==> src/rtl/alu_arbiter.sv <==
// Two-requester arbiter in front of one shared combinational ALU.
// Grants one operation at a time (IDLE -> EXEC -> RESP), registers the
// operands toward the ALU, captures its result one cycle later and holds
// the response until it is taken. Priority toggles to the other requester
// after each completed response, so contention alternates fairly.
module alu_arbiter #(
  parameter int unsigned RESET_PRIO = 0
) (
  input  logic        clk,
  input  logic        rst,
  input  logic        req0_valid,
  input  logic        req1_valid,
  output logic        req0_ready,
  output logic        req1_ready,
  input  logic [31:0] req0_a,
  input  logic [31:0] req0_b,
  input  logic [31:0] req1_a,
  input  logic [31:0] req1_b,
  input  logic [2:0]  req0_ctrl,
  input  logic [2:0]  req1_ctrl,
  output logic [31:0] alu_a,
  output logic [31:0] alu_b,
  output logic [2:0]  alu_ctrl,
  input  logic [31:0] alu_result,
  input  logic [3:0]  alu_flags,
  output logic        rsp_valid,
  input  logic        rsp_ready,
  output logic        rsp_id,
  output logic [31:0] rsp_result,
  output logic [3:0]  rsp_flags,
  output logic        rsp_err,
  output logic        busy
);

  typedef enum logic [1:0] {
    ST_IDLE,
    ST_EXEC,
    ST_RESP
  } state_e;

  // Flag layout {OverFlow, Carry, Zero, Negative}; an illegal op reports Zero only.
  localparam logic [3:0] ERR_FLAGS  = 4'b0010;
  localparam logic       PRIO_RESET = 1'(RESET_PRIO);

  state_e      state_q, state_d;
  logic        prio_q, prio_d;
  logic [31:0] alu_a_q, alu_a_d;
  logic [31:0] alu_b_q, alu_b_d;
  logic [2:0]  alu_ctrl_q, alu_ctrl_d;
  logic        rsp_valid_q, rsp_valid_d;
  logic        rsp_id_q, rsp_id_d;
  logic [31:0] rsp_result_q, rsp_result_d;
  logic [3:0]  rsp_flags_q, rsp_flags_d;
  logic        rsp_err_q, rsp_err_d;

  logic grant0, grant1, ctrl_legal;

  // Winner of the current IDLE cycle: a lone requester always wins, a tie goes to prio.
  assign grant0     = req0_valid && (!req1_valid || !prio_q);
  assign grant1     = req1_valid && (!req0_valid ||  prio_q);
  assign ctrl_legal = alu_ctrl_q inside {3'b000, 3'b001, 3'b010, 3'b011, 3'b101};

  // State and datapath registers with synchronous active-low reset.
  // NOTE: sequential state uses non-blocking (<=) so every register samples pre-edge values.
  always_ff @(posedge clk) begin
    if (!rst) begin
      state_q      <= ST_IDLE;
      prio_q       <= PRIO_RESET;
      alu_a_q      <= '0;
      alu_b_q      <= '0;
      alu_ctrl_q   <= '0;
      rsp_valid_q  <= 1'b0;
      rsp_id_q     <= 1'b0;
      rsp_result_q <= '0;
      rsp_flags_q  <= '0;
      rsp_err_q    <= 1'b0;
    end else begin
      state_q      <= state_d;
      prio_q       <= prio_d;
      alu_a_q      <= alu_a_d;
      alu_b_q      <= alu_b_d;
      alu_ctrl_q   <= alu_ctrl_d;
      rsp_valid_q  <= rsp_valid_d;
      rsp_id_q     <= rsp_id_d;
      rsp_result_q <= rsp_result_d;
      rsp_flags_q  <= rsp_flags_d;
      rsp_err_q    <= rsp_err_d;
    end
  end

  // Next-state, datapath updates and request handshake.
  always_comb begin
    // NOTE: every signal gets a default first, so no path through the case infers a latch.
    state_d      = state_q;
    prio_d       = prio_q;
    alu_a_d      = alu_a_q;
    alu_b_d      = alu_b_q;
    alu_ctrl_d   = alu_ctrl_q;
    rsp_valid_d  = rsp_valid_q;
    rsp_id_d     = rsp_id_q;
    rsp_result_d = rsp_result_q;
    rsp_flags_d  = rsp_flags_q;
    rsp_err_d    = rsp_err_q;
    req0_ready   = 1'b0;
    req1_ready   = 1'b0;

    unique case (state_q)
      ST_IDLE: begin
        // Readies are gated by reset so nothing is accepted while in reset.
        req0_ready = rst && grant0;
        req1_ready = rst && grant1;
        if (grant0 || grant1) begin
          alu_a_d    = grant1 ? req1_a    : req0_a;
          alu_b_d    = grant1 ? req1_b    : req0_b;
          alu_ctrl_d = grant1 ? req1_ctrl : req0_ctrl;
          rsp_id_d   = grant1;
          state_d    = ST_EXEC;
        end
      end
      ST_EXEC: begin
        rsp_valid_d  = 1'b1;
        rsp_err_d    = !ctrl_legal;
        rsp_result_d = ctrl_legal ? alu_result : '0;
        rsp_flags_d  = ctrl_legal ? alu_flags  : ERR_FLAGS;
        state_d      = ST_RESP;
      end
      ST_RESP: begin
        if (rsp_ready) begin
          rsp_valid_d = 1'b0;
          prio_d      = !rsp_id_q;
          state_d     = ST_IDLE;
        end
      end
      default: state_d = ST_IDLE;
    endcase
  end

  assign alu_a      = alu_a_q;
  assign alu_b      = alu_b_q;
  assign alu_ctrl   = alu_ctrl_q;
  assign rsp_valid  = rsp_valid_q;
  assign rsp_id     = rsp_id_q;
  assign rsp_result = rsp_result_q;
  assign rsp_flags  = rsp_flags_q;
  assign rsp_err    = rsp_err_q;
  assign busy       = (state_q != ST_IDLE);

endmodule

==> config.mk <==
export PLATFORM = sky130hd
export DESIGN_NAME = alu_arbiter
export DESIGN_NICKNAME = d
export VERILOG_FILES = /design/src/rtl/alu_arbiter.sv
export SDC_FILE = /design/constraint.sdc
export NUM_CORES = 1
export LEC_CHECK = 0
export BUFFER_PORTS_ARGS = -buffer_cell sky130_fd_sc_hd__clkbuf_2
export CORE_MARGIN = 5
export CORE_UTILIZATION = 40
export CTS_CLUSTER_DIAMETER = 50
export CTS_CLUSTER_SIZE = 14
export DETAILED_ROUTE_END_ITERATION = 8
export GPL_TIMING_DRIVEN = 0
export PLACE_DENSITY_LB_ADDON = 0.3
export SYNTH_ARGS = -nofsm -noshare
export SYNTH_HDL_FRONTEND = slang
export SYNTH_SLANG_ARGS = --single-unit
==> constraint.sdc <==
create_clock -name clk -period 1.3 [get_ports clk]
set_input_delay 0.065 -clock clk [delete_from_list [all_inputs] [get_ports clk]]
set_output_delay 0.065 -clock clk [all_outputs]
set_load 0.03 [all_outputs]
==> results.tsv <==
stage	metric	value	unit
status	status	finished, violations left	
status	violations	negative setup slack	
die	coreArea	12000	sq um
timing	clock_skew	0.0118	ns
worst_hold_path	hp-start	req0_a[15]	
global_routing	antenna_found_initial	0	
layout	drive_gt1_share	43.9	%
setup_path	startpoint_type	flip-flop	
die	top_level_ports	284	
placement	gp_congestion	0.932	
placement	hpwl	13200	um
cts	cts_tree	done	
routing	detail_route.iter0.violations	403	
setup_path	path_cells	and2b_2 > buf_4 > buf_6 > o21ai_0 > a32oi_2	
routing	ant_nets	0	
routing	vias_per_cell	5.69	
global_routing	grt_pass1_vias	6125	
setup_path	startpoint	prio_q	
synth	netlist_area	4860	sq um
cts	clock_latency	0.36	ns
cts	ctsHtreeMaxLevel	3	
setup_path	crit_path_top_delay_cell	dfxtp_2	
routing	dr.pass1.iters	6	
synth	ys_warn_count	0	
timing	fin_ws	-0.183	ns
setup_path	cp_max_fo	10	
cts	clk_path_buf_depth	2	
synth	ys_types	38	
routing	routed_wl	21400	um
synth	synth_fp_nets	680	
layout	final_nets	1111	
cts	cts_root_buffer	clkbuf_16	
setup_path	slowest_delay	0.34	ns
synth	syn_inst	505	
synth	synth_compound_area_share	32.8	%
synth	synth_xor_area_share	0	%
power_and_ir_drop	power.switching	3.58	mW
synth	yosysSeqAreaShare	44.9	%
die	fp.dieW	120	um
worst_hold_path	min_path_type	in2reg	
setup_path	critPathKind	reg2reg	
timing	fmax	0.674	GHz
power_and_ir_drop	power_frac_clock	27.6	%
power_and_ir_drop	intPower	6.88	mW
timing	hold_violations	0	
power_and_ir_drop	p_leak	4.10	nW
timing	setup_viol	67	
synth	syn_area_per_cell	9.62	sq um
placement	portBuffers	281	
timing	final_max_slew_viol_count	0	
timing	rsz0062_at_grt	true	
die	start_util	40.6	%
power_and_ir_drop	pwr-share-seq	38.0	%
layout	seqCellArea	2190	sq um
routing	drc_errors	0	
setup_path	reg2reg_from	prio_q	
cts	numCtsBuffers	9	
routing	wl_per_cell	19.7	um
global_routing	overflow	0	
die	fp.dieArea	14500	sq um
global_routing	grt_max_degree	19	
setup_path	worstPathRequired	1.52	ns
placement	dp_cells	933	
synth	synth_simple_gate_area_share	13.6	%
synth	ys_ff_latch	109	
power_and_ir_drop	vdd_drop_max	0.968	mV
layout	multi_input_area	2480	sq um
setup_path	critical_path.endpoint_type	flip-flop	
setup_path	worstPathArrival	1.70	ns
timing	tightest_slew	0.569	ns
layout	area_growth	78.1	%
job	cap_violations	0	
placement	dpl_worst_slack	-0.272	ns
synth	synth.area.mux_share	0.206	%
cts	cts_sinks	109	
power_and_ir_drop	power_density	1210	nW/um^2
timing	fin_crit	1.48	ns
synth	synth_fa_ha_area_share	0	%
timing	slew_headroom	62.1	%
layout	layoutNonFillerInstCount	1090	
power_and_ir_drop	combinationalPowerShare	34.4	%
timing	setup_tns	-4.76	ns
power_and_ir_drop	swShare	34.3	%
routing	vias	6205	
synth	synth_top_family_by_area	compound AO/OA/AOI/OAI gates	
global_routing	grt_pass1_wl	30700	um
layout	final_core_util	72.3	%
global_routing	grt_use_total	26.2	%
die	fp-row-count	40	
cts	clk_pin_slew_worst_paths	0.07	ns
layout	fillerInstances	809	
timing	period_share	114	%
die	die_y	120	um
layout make-up:
class | instances | share of cell area (%)
diodes | 2 | 0.0579
flip-flops and latches | 109 | 25.3
multi-input cells | 334 | 28.7
repair buffers | 419 | 33.9
well taps | 147 | 2.13
inverters | 4 | 0.231
clock inverters | 6 | 0.824
clock buffers | 10 | 2.76
plain buffers | 59 | 6.12
cell usage in the layout (no fill, tap or decap), types with 2 or more instances in the layout:
cell type / instances
buf_4: 10
o21ai_0: 24
a21boi_1: 24
o21bai_1: 24
diode_2: 2
nand3b_1: 2
a32oi_2: 16
o21ai_1: 15
buf_8: 18
nand3_1: 44
a21oi_1: 2
clkbuf_4: 3
dfxtp_2: 2
clkbuf_16: 16
nor2_4: 3
dfxtp_1: 105
clkbuf_2: 278
clkinv_4: 3
nand2_1: 42
buf_12: 2
dlygate4sd3_1: 107
and3_1: 25
a32oi_1: 26
a22o_1: 35
nand2b_4: 2
clkbuf_1: 14
dfxtp_4: 2
o21ai_2: 5
buf_2: 11
o311a_1: 25
inv_1: 3
buf_6: 27
a21boi_0: 3
sequential cells by signal (all words and copies together), names as in the netlist:
name	count
rsp_valid	1
alu_a	32
rsp_flags	4
alu_ctrl	3
alu_b	32
rsp_id	1
state_q	2
rsp_err	1
prio_q	1
rsp_result	32
per-layer routing:
metal / track usage, % / routed length (um) / vias to the layer above
li1: - / - / 2797
met1: 31.0 / 8310 / 2960
met2: 44.2 / 10500 / 373
met3: 7.81 / 1750 / 75
met4: 11.5 / 902 / 0
met5: 0 / 0 / -
final timing paths:
path | endpoint | cells after the start | slack [ns]
setup / recovery | alu_a[9] | 5 | -0.18
hold / removal | alu_a[15] | 3 | 0.002
setup reg to reg | alu_a[9] | 5 | -0.18
hold reg to reg | alu_a[12] | 2 | 0.45
metrics by stage:
step	cell area [sq um]	total power, mW	hold WS (ns)
6_report	8650	10.5	0.00226
4_1_cts	8090	10.0	0.00156
3_3_place_gp	6460	6.67	0.285
2_1_floorplan	4870	5.77	0.198
5_1_grt	8650	10.8	-0.000173
3_5_place_dp	6460	6.74	0.287
cells in the mapped netlist (all sizes together):
library cell,count,share of area (%)
o21bai,25,3.9
buf,40,6.7
nand3b,3,0.72
and2,1,0.13
o2111a,1,0.23
nand2,43,3.3
a21boi,27,4.2
mux2i,1,0.21
and2b,2,0.36
and3,25,3.2
a21oi,3,0.39
nor2b,1,0.13
dfxtp,109,45
nand3,44,4.5
o311a,25,5.2
inv,4,0.31
nand2b,3,0.39
nor2,3,0.59
o21a,1,0.15
a22o,35,6.3
o21ai,45,4.7
a32oi,42,7.6
clkbuf,19,1.5
nor3,1,0.10
o211a,1,0.21
nor3b,1,0.15
power groups by stage:
stage	Combinational [mW]	Clock [mW]	Sequential, mW
floorplan	1.03	0	4.74
finish	3.60	2.89	3.97
CTS	3.15	2.94	3.95
detailed placement	2.71	0	4.03
global placement	2.66	0	4.01
global route	3.79	3.04	4.01
critical path, delay by kind of cell (launching register included):
family | cells | cell delay, ns
AOI/OAI and AO/OA | 2 | 0.46
DFF | 1 | 0.34
buffers and inverters | 2 | 0.31
and+or+nand+nor | 1 | 0.24
cell families (layout without fill, tap and decap cells):
logic type | after synthesis | count (layout)
buffers and inverters | 63 | 498
AND/OR/NAND/NOR | 127 | 128
AO/OA/AOI/OAI | 205 | 205
other | 0 | 2
flip-flops | 109 | 109
multiplexers | 1 | 1
timing repair:
| item | CTS | global route |
|---|---|---|
| gates cloned | 1 | 12 |
| setup endpoints to repair | 101 | 98 |
| endpoints found under the hold margin | 76 | 1 |
| pin swaps | 8 | 60 |
| setup buffers | 14 | 6 |
| hold buffers | 106 | 1 |
| gates resized for setup | 46 | 81 |
No activity file was read; power rests on OpenSTA's default activity.
